### src/rtl/board_io_pkg.sv
// Shared board I/O constants and types for the push-button conditioning path.
// No logic; the key lane bundle and auto-repeat states are shared by the debouncer files.
package board_io_pkg;

    localparam int NUM_BOARD_KEYS      = 8;
    localparam int DEBOUNCE_CYCLES_DEF = 1_000_000;
    localparam int REPEAT_DELAY_DEF    = 25_000_000;
    localparam int REPEAT_PERIOD_DEF   = 5_000_000;
    localparam int KEY_CNT_W           = $clog2(DEBOUNCE_CYCLES_DEF);

    typedef struct packed {
        logic level;
        logic press;
        logic released;
    } key_lane_t;

    typedef enum logic [1:0] {
        RPT_IDLE,
        RPT_DELAY,
        RPT_PERIOD
    } rpt_state_t;

    function automatic int max2(input int a, input int b);
        return (a > b) ? a : b;
    endfunction

endpackage

### src/rtl/key_debounce_cell.sv
// One key lane: 2-FF synchroniser, stability counter, debounced level and press/release pulses.
// Latency: raw edge to level/pulse is 2 + DEBOUNCE_CYCLES clocks; no backpressure, pulses are one cycle.
// KEY_AUTOREPEAT_EN adds a hold timer that re-issues press pulses while the key stays down.
module key_debounce_cell
    import board_io_pkg::*;
#(
    parameter int DEBOUNCE_CYCLES = DEBOUNCE_CYCLES_DEF,
    parameter int REPEAT_DELAY    = REPEAT_DELAY_DEF,
    parameter int REPEAT_PERIOD   = REPEAT_PERIOD_DEF
) (
    input  logic      clk,
    input  logic      reset,
    input  logic      key_raw,
    output key_lane_t lane
);

    localparam int              CNT_W    = $clog2(DEBOUNCE_CYCLES);
    localparam logic [CNT_W-1:0] CNT_LAST = CNT_W'(DEBOUNCE_CYCLES - 1);

    if (DEBOUNCE_CYCLES < 2 || REPEAT_DELAY < 2 || REPEAT_PERIOD < 2) begin : g_bad_cfg
        $error("key_debounce_cell: DEBOUNCE_CYCLES, REPEAT_DELAY and REPEAT_PERIOD must be >= 2");
    end

    logic [1:0]       sync_ff;
    logic             sync;
    logic [CNT_W-1:0] count;
    logic             accept;
    logic             repeat_fire;

    assign sync   = sync_ff[1];
    assign accept = (sync != lane.level) && (count == CNT_LAST);

    // Any bounce back to the accepted level restarts the stability window.
    always_ff @(posedge clk) begin
        if (reset) begin
            sync_ff <= '0;
            count   <= '0;
            lane    <= '0;
        end else begin
            sync_ff       <= {sync_ff[0], key_raw};
            lane.press    <= (accept && sync) || repeat_fire;
            lane.released <= accept && !sync;
            if (sync == lane.level) begin
                count <= '0;
            end else if (accept) begin
                lane.level <= sync;
                count      <= '0;
            end else begin
                count <= count + 1'b1;
            end
        end
    end

`ifdef KEY_AUTOREPEAT_EN
    localparam int               HOLD_W      = $clog2(max2(REPEAT_DELAY, REPEAT_PERIOD));
    localparam logic [HOLD_W-1:0] DELAY_LAST  = HOLD_W'(REPEAT_DELAY - 1);
    localparam logic [HOLD_W-1:0] PERIOD_LAST = HOLD_W'(REPEAT_PERIOD - 1);

    rpt_state_t        state;
    rpt_state_t        state_next;
    logic [HOLD_W-1:0] hold;
    logic [HOLD_W-1:0] hold_next;

    always_ff @(posedge clk) begin
        if (reset) begin
            state <= RPT_IDLE;
            hold  <= '0;
        end else begin
            state <= state_next;
            hold  <= hold_next;
        end
    end

    // While held the level is 1, so an accept in DELAY/PERIOD is always the release.
    always_comb begin
        state_next  = state;
        hold_next   = hold;
        repeat_fire = 1'b0;
        case (state)
            RPT_IDLE: begin
                if (accept && sync) begin
                    state_next = RPT_DELAY;
                    hold_next  = '0;
                end
            end
            RPT_DELAY, RPT_PERIOD: begin
                if (accept) begin
                    state_next = RPT_IDLE;
                    hold_next  = '0;
                end else if (hold == ((state == RPT_DELAY) ? DELAY_LAST : PERIOD_LAST)) begin
                    repeat_fire = 1'b1;
                    state_next  = RPT_PERIOD;
                    hold_next   = '0;
                end else begin
                    hold_next = hold + 1'b1;
                end
            end
            default: begin
                state_next = RPT_IDLE;
                hold_next  = '0;
            end
        endcase
    end
`else
    assign repeat_fire = 1'b0;
`endif

endmodule

### src/rtl/key_debouncer.sv
// Conditions NUM_KEYS active-high push-buttons: debounced level, press/release pulses, sticky press flags.
// Latency: 2 + DEBOUNCE_CYCLES clocks raw edge to level/pulse, event_latched one clock after the press pulse.
// No backpressure; event_clear is write-1-to-clear and loses to a simultaneous press. Option: KEY_AUTOREPEAT_EN.
module key_debouncer
    import board_io_pkg::*;
#(
    parameter int NUM_KEYS        = NUM_BOARD_KEYS,
    parameter int DEBOUNCE_CYCLES = DEBOUNCE_CYCLES_DEF,
    parameter int REPEAT_DELAY    = REPEAT_DELAY_DEF,
    parameter int REPEAT_PERIOD   = REPEAT_PERIOD_DEF
) (
    input  logic                clk,
    input  logic                reset,
    input  logic [NUM_KEYS-1:0] key_raw,
    input  logic [NUM_KEYS-1:0] event_clear,
    output logic [NUM_KEYS-1:0] key_level,
    output logic [NUM_KEYS-1:0] key_press,
    output logic [NUM_KEYS-1:0] key_release,
    output logic [NUM_KEYS-1:0] event_latched
);

    key_lane_t lane [NUM_KEYS];

    for (genvar i = 0; i < NUM_KEYS; i++) begin : g_lane
        key_debounce_cell #(
            .DEBOUNCE_CYCLES(DEBOUNCE_CYCLES),
            .REPEAT_DELAY   (REPEAT_DELAY),
            .REPEAT_PERIOD  (REPEAT_PERIOD)
        ) u_cell (
            .clk    (clk),
            .reset  (reset),
            .key_raw(key_raw[i]),
            .lane   (lane[i])
        );

        assign key_level[i]   = lane[i].level;
        assign key_press[i]   = lane[i].press;
        assign key_release[i] = lane[i].released;
    end

    always_ff @(posedge clk) begin
        if (reset) begin
            event_latched <= '0;
        end else begin
            event_latched <= (event_latched & ~event_clear) | key_press;
        end
    end

endmodule

### config.mk
export PLATFORM = sky130hd
export DESIGN_NAME = key_debouncer
export DESIGN_NICKNAME = d
export VERILOG_FILES = /design/src/rtl/board_io_pkg.sv /design/src/rtl/key_debounce_cell.sv /design/src/rtl/key_debouncer.sv
export SDC_FILE = /design/constraint.sdc
export NUM_CORES = 1
export LEC_CHECK = 0
export CAP_MARGIN = 30
export CORE_MARGIN = 2
export CORE_UTILIZATION = 41
export DETAILED_ROUTE_END_ITERATION = 10
export GPL_ROUTABILITY_DRIVEN = 1
export HOLD_SLACK_MARGIN = 0.1
export PLACE_DENSITY_LB_ADDON = 0.12
export SYNTH_ARGS = -nofsm -noshare
export SYNTH_HDL_FRONTEND = slang
export SYNTH_SLANG_ARGS = --single-unit
### constraint.sdc
create_clock -name clk -period 2.99 [get_ports clk]
set_clock_uncertainty 0.1 [all_clocks]
set_input_delay 0.4485 -clock clk [delete_from_list [all_inputs] [get_ports clk]]
set_output_delay 0.4485 -clock clk [all_outputs]
set_load 0.01 [all_outputs]
Yosys cells after proc, flatten, opt, wreduce, memory -nomap -nowiden
Index checks and enable logic that the tools add are counted.
{ "classes": {"n_reduce_logical": 48, "bitwise": 11, "n_eq_ne": 24, "n_addsub": 8} }
{ "op_table": {"columns": ["operator", "count"], "rows": [
  ["adder 20 x 1 -> 20 bit (second input constant)", 8],
  ["equality test 20 bit (second input constant)", 8],
  ["logical AND 1 bit", 24],
  ["OR reduction 3 bit", 8],
  ["AND reduction 2 bit", 8],
  ["bitwise AND 8 bit", 1],
  ["equality test 1 bit", 8],
  ["logical NOT 1 bit", 8],
  ["inequality test 1 bit", 8],
  ["inverter 1 bit", 8],
  ["inverter 8 bit", 1],
  ["bitwise OR 8 bit", 1]
]} }
{ "word_totals": {"reg_bits": 208, "input_bits": 18} }

Depth between registers and ports, before layout
{ "logic_depth": {"word_depth": 3, "depth_mapped": 7} }

Modules after synthesis
A second synthesis with hierarchy kept.
{ "unflattened": {"hier_cells": 961, "hier_area_um2": 8869.8} }
{ "modules_own_cells": {"columns": ["module", "instances", "cells_each", "area_each_um2", "seq_area_each_um2"], "rows": [
  ["key_debounce_cell", 8, 116, 1061.0, 500.5],
  ["key_debouncer", 1, 33, 381.6, 160.2]
]} }

Least setup slack after synthesis
No wires, ideal clock.
{ "synth_timing": {"kind": "reg2reg", "start": "register g_lane[7].u_cell.count[0]", "end": "register g_lane[7].u_cell.count[18]", "arrival_ns": 1.854, "stages_incl_launch_ff": 7, "slack_ns": 0.966, "cell_sequence": "dfxtp_1 ha_1 nand3_2 or4_1 clkbuf_1 or4_1 a21oi_1"} }
{ "synth_via": {"elab_chain_len": 3, "word_cells_on_any_way": 4} }
{ "synth_rtl": {"columns": ["element", "line_no", "rtl"], "rows": [
  ["start: declaration", "key_debounce_cell.sv:26", "logic [CNT_W-1:0] count;"],
  ["start signal: assignment", "key_debounce_cell.sv:49", "count <= count + 1'b1;"],
  ["parallel branches: the longest is 3 deep, another holds adder 20 x 1 -> 20 bit", null, null]
]} }
Parallel ways; which one is timed is not known.
A chain may end at the register's enable or synchronous reset.

Worst setup path in the final report
{ "layout_timing": {"start": "register g_lane[7].u_cell.count[0]", "end": "register g_lane[7].u_cell.count[2]"} }
The elaborated chain is that of the path after synthesis.

==> metrics.md <==
| Metric | Value |
|---|---|
| Die Area | `22,620 µm²` |
| Synth Cell Area | `8788 µm²` |
| Post-DRT Antenna Nets | `0` |
| Cell Pwr Density | `543.5 nW/µm²` |
| FP Rows | `53` |
| Ys flop type | `dfxtp_1` |
| Status | `finished clean` |
| Layout cell share with drive strength beyond 1 | `0.05955` |
| DPL Wire Length | `11.50 mm` |
| Reg area | `4164 µm²` |
| Worst slew margin | `0.6322` |
| CTS root buf | `clkbuf_16` |
| CP required | `3280 ps` |
| Setup CP Type | `register to register` |
| Area grow syn2layout | `17.45%` |
| CTS tree | `done` |
| Sequential share of power | `0.498` |
| Global route total overflow | `0` |
| PnR worst setup slack | `723.4 ps` |
| CTS Buf Count | `24` |
| MaxCap Viol Count | `0` |
| Post-CTS Setup Inserts | `0` |
| #FFs+latches synth | `208` |
| # IOs | `50` |
| Multi-input logic area | `4368 µm²` |
| Final Max Slew Viols | `0` |
| FILL cells | `2,018` |
| Crit path max-delay cell type | `or4_1` |
| Pre-CTS WS | `737.4 ps` |
| Crit-path cells | `ha_1, nand3_2, or4_1, o21ai_2, buf_4, nor2_1` |
| Crit path capture type | `register` |
| Placed Area | `9579 µm²` |
| Switching Share | `0.1997` |
| Int Pwr | `4.489 mW` |
| Final #Nets | `1,070` |
| R2R Setup Slk | `720 ps` |
| Hold wc startpoint | `reset` |
| Worst r2r path cells | `6` |
| Peak supply drop | `0.3728 mV` |
| Worst path max stage delay | `590 ps` |
| Average cell area after synthesis | `8.886 µm²` |
| EDFF count, synth | `0` |
| Syn nets | `1,015` |
| First-pass GRT wire length | `29.27 mm` |
| Die W | `150.4 µm` |
| Tmin final | `2267 ps` |
| CP bufs+invs | `1` |
| DRT iter0 DRCs | `234` |
| Vias in the first global route | `6,275` |
| WHS Endpoint | `event_latched[0]` |
| Combinational share of power | `0.015` |
| Worst-margin pin slew | `546.6 ps` |
| Origin of the critical flop-to-flop path | `g_lane[7].u_cell.count[0]` |
| Post-cts resize count | `0` |
| Clk sinks | `208` |
| Crit Reg-Reg Endpoint | `g_lane[7].u_cell.count[2]` |
| Worst min path class | `input pin to register` |
| Clock transition at the registers of the reported paths | `60 ps` |
| Initial core utilization | `0.4181` |
| H-tree levels | `1` |
| Syn Inst Count | `989` |
| Max Clock Freq | `441.2 MHz` |
| Final instance area | `10,320 µm²` |
| # DRC | `0` |
| Clock network power share | `0.487` |
| WL final | `17.00 mm` |
| Max FO, Critical Path | `11` |
| Synth unique cells | `48` |
| GPL Wtd Cong | `0.7450` |
| CTS Hold Bufs | `0` |
| Largest net degree at the start of global routing | `21` |
| Sum Neg Setup Slack | `0 ps` |
| DR vias | `6,939` |
| P_sw | `1.120 mW` |
| Gr usage total | `0.1514` |
| Hold Path Cell Cnt | `2` |
| Deepest clock path buffer count | `3` |
| WL/cell | `12.75 µm` |
| N_diodes | `0` |
| Critical Path Source Type | `register` |
| Final Hold Violating Endpoints | `0` |
| Family with the most delay on the worst path | `simple AND/OR/NAND/NOR gates` |
| Syn. warnings | `0` |
| Asr flop ratio synth | `0` |
| Total Power | `5.610 mW` |
| Clock Latency Late Sink | `500 ps` |
| Fin crit share | `0.7581` |
| Unrepaired setup endpoints after global routing | `false` |
| Core area | `21,020 µm²` |
| Via density | `5.206` |
| Die height | `150.4 µm` |
| DR pass1 iterations | `4` |
| IO Port Bufs | `49` |
| Leakage | `3.179 nW` |
| Setup violators final | `0` |
| Initial antenna violation count | `1` |
| CP Data Arrival Time | `2560 ps` |
| Sequential fraction of the synthesis area | `0.4738` |
## layout by cell type, fill, tap and decap left out, types with 3 or more instances in the layout
cell type and count:
nor2_1 130, or4_1 27, and4_1 19, nand4_1 38, nor2b_1 16, and2_1 6, or3b_2 3, dfxtp_1 208
nand4b_1 3, o21ai_1 3, nor3_1 18, clkbuf_16 25, nand3_1 55, nor4_1 19, clkdlybuf4s50_1 48, clkbuf_1 8
or2_2 3, clkbuf_8 6, inv_1 34, or3_1 31, buf_4 12, xor2_1 49, xnor2_1 54, o21ai_0 34
nand2_1 47, o31ai_1 20, a21oi_1 65, ha_1 8, and3_1 22, nor4b_1 13, nor3b_1 6
## power groups by stage
stage | Clock (mW) | Sequential (mW) | Combinational (mW)
floorplan | 0 | 2.85 | 0.0421
global placement | 0 | 2.85 | 0.0835
detailed placement | 0 | 2.86 | 0.0838
CTS | 2.83 | 2.79 | 0.0841
global route | 2.95 | 2.79 | 0.0920
finish | 2.73 | 2.80 | 0.0819
## per-stage QoR
| stage | cells | hold slack [ps] | util |
|---|---|---|---|
| after floorplan | 989 | 313.8 | - |
| after global placement | 1293 | 315.7 | 0.4557 |
| after detailed placement | 1293 | 326.8 | 0.4557 |
| after CTS | 1333 | 240.4 | 0.4910 |
| after global routing | 1333 | 252.1 | 0.4910 |
| final | 1333 | 243.7 | 0.4910 |
## flip-flops by register name, indices dropped and copies added, names as in the netlist
register / cells
event_latched: 8
g_lane.u_cell.count: 160
g_lane.u_cell.sync_ff: 16
g_lane.u_cell.lane: 24
## logic make-up (layout without fill, tap and decap cells)
logic type | count (synthesis) | count (layout) | synth area share
flops | 208 | 208 | 0.4738
buf+inv | 66 | 135 | 0.02919
simple gates | 475 | 475 | 0.2997
compound gates | 129 | 129 | 0.08328
xor+xnor | 103 | 103 | 0.1026
fa+ha+maj | 8 | 8 | 0.01139
## area by class of cell
type / count / share of cell area
Multi-Input combinational cell: 715 / 0.4232
Sequential cell: 208 / 0.4034
Clock buffer: 39 / 0.07152
Timing Repair Buffer: 61 / 0.05576
Tap cell: 275 / 0.03333
Inverter: 34 / 0.01236
Clock inverter: 1 / 0.0004848
## layer usage
layer  vias up  part of all wire  global-route usage  routed length, µm
li1       3642                 -                   -                  -
met1      3192              0.51              0.2117               8720
met2        74              0.43              0.2414               7348
met3        31             0.032             0.02848                552
met4         0             0.022             0.03726                376
met5         -                 0                   0                  0
## cells in the mapped netlist, types with 2 or more instances
library cell | n | area share
or2_2 | 3 | 0.0021
and2_1 | 6 | 0.0043
and3_1 | 22 | 0.016
o21ai_1 | 3 | 0.0017
nor3b_1 | 6 | 0.0051
nand2_1 | 47 | 0.020
and4_1 | 19 | 0.019
o21ai_2 | 2 | 0.0020
inv_1 | 34 | 0.015
dfxtp_1 | 208 | 0.47
xnor2_1 | 54 | 0.054
or3_1 | 31 | 0.022
nor4bb_1 | 2 | 0.0023
buf_1 | 2 | 0.00085
or3b_2 | 3 | 0.0030
clkbuf_1 | 25 | 0.011
and4b_1 | 2 | 0.0023
nand3_1 | 55 | 0.031
nand3_2 | 2 | 0.0023
nand2b_1 | 2 | 0.0014
nand4b_1 | 3 | 0.0030
nor4_1 | 19 | 0.014
o211ai_1 | 2 | 0.0017
buf_2 | 4 | 0.0023
nand4_1 | 38 | 0.027
nor3_1 | 18 | 0.010
xor2_1 | 49 | 0.049
ha_1 | 8 | 0.011
o21ai_0 | 34 | 0.019
nor2b_1 | 16 | 0.011
a21oi_1 | 65 | 0.037
o31ai_1 | 20 | 0.017
or4b_1 | 2 | 0.0023
or4_1 | 27 | 0.023
nor4b_1 | 13 | 0.013
or3_2 | 2 | 0.0017
nor2_1 | 130 | 0.056
## worst max path at each step
stage | startpoint | end | cells after the start | slack [ps]
2_1_floorplan | g_lane[7].u_cell.count[0] | g_lane[7].u_cell.count[18] | 6 | 970
3_3_place_gp | g_lane[7].u_cell.count[0] | g_lane[7].u_cell.count[8] | 6 | 780
3_5_place_dp | g_lane[7].u_cell.count[0] | g_lane[7].u_cell.count[2] | 6 | 740
4_1_cts | g_lane[7].u_cell.count[0] | g_lane[7].u_cell.count[2] | 6 | 730
5_1_grt | g_lane[7].u_cell.count[0] | g_lane[7].u_cell.count[0] | 6 | 570
6_report | g_lane[7].u_cell.count[0] | g_lane[7].u_cell.count[2] | 6 | 720
## worst register-to-register path: cells and delay by family (launching register included)
family | cells | cell delay, ps
compound gates | 1 | 380
fa+ha+maj | 1 | 230
buf+inv | 1 | 260
flops | 1 | 370
simple gates | 3 | 830
No activity file was read; power rests on OpenSTA's default activity.
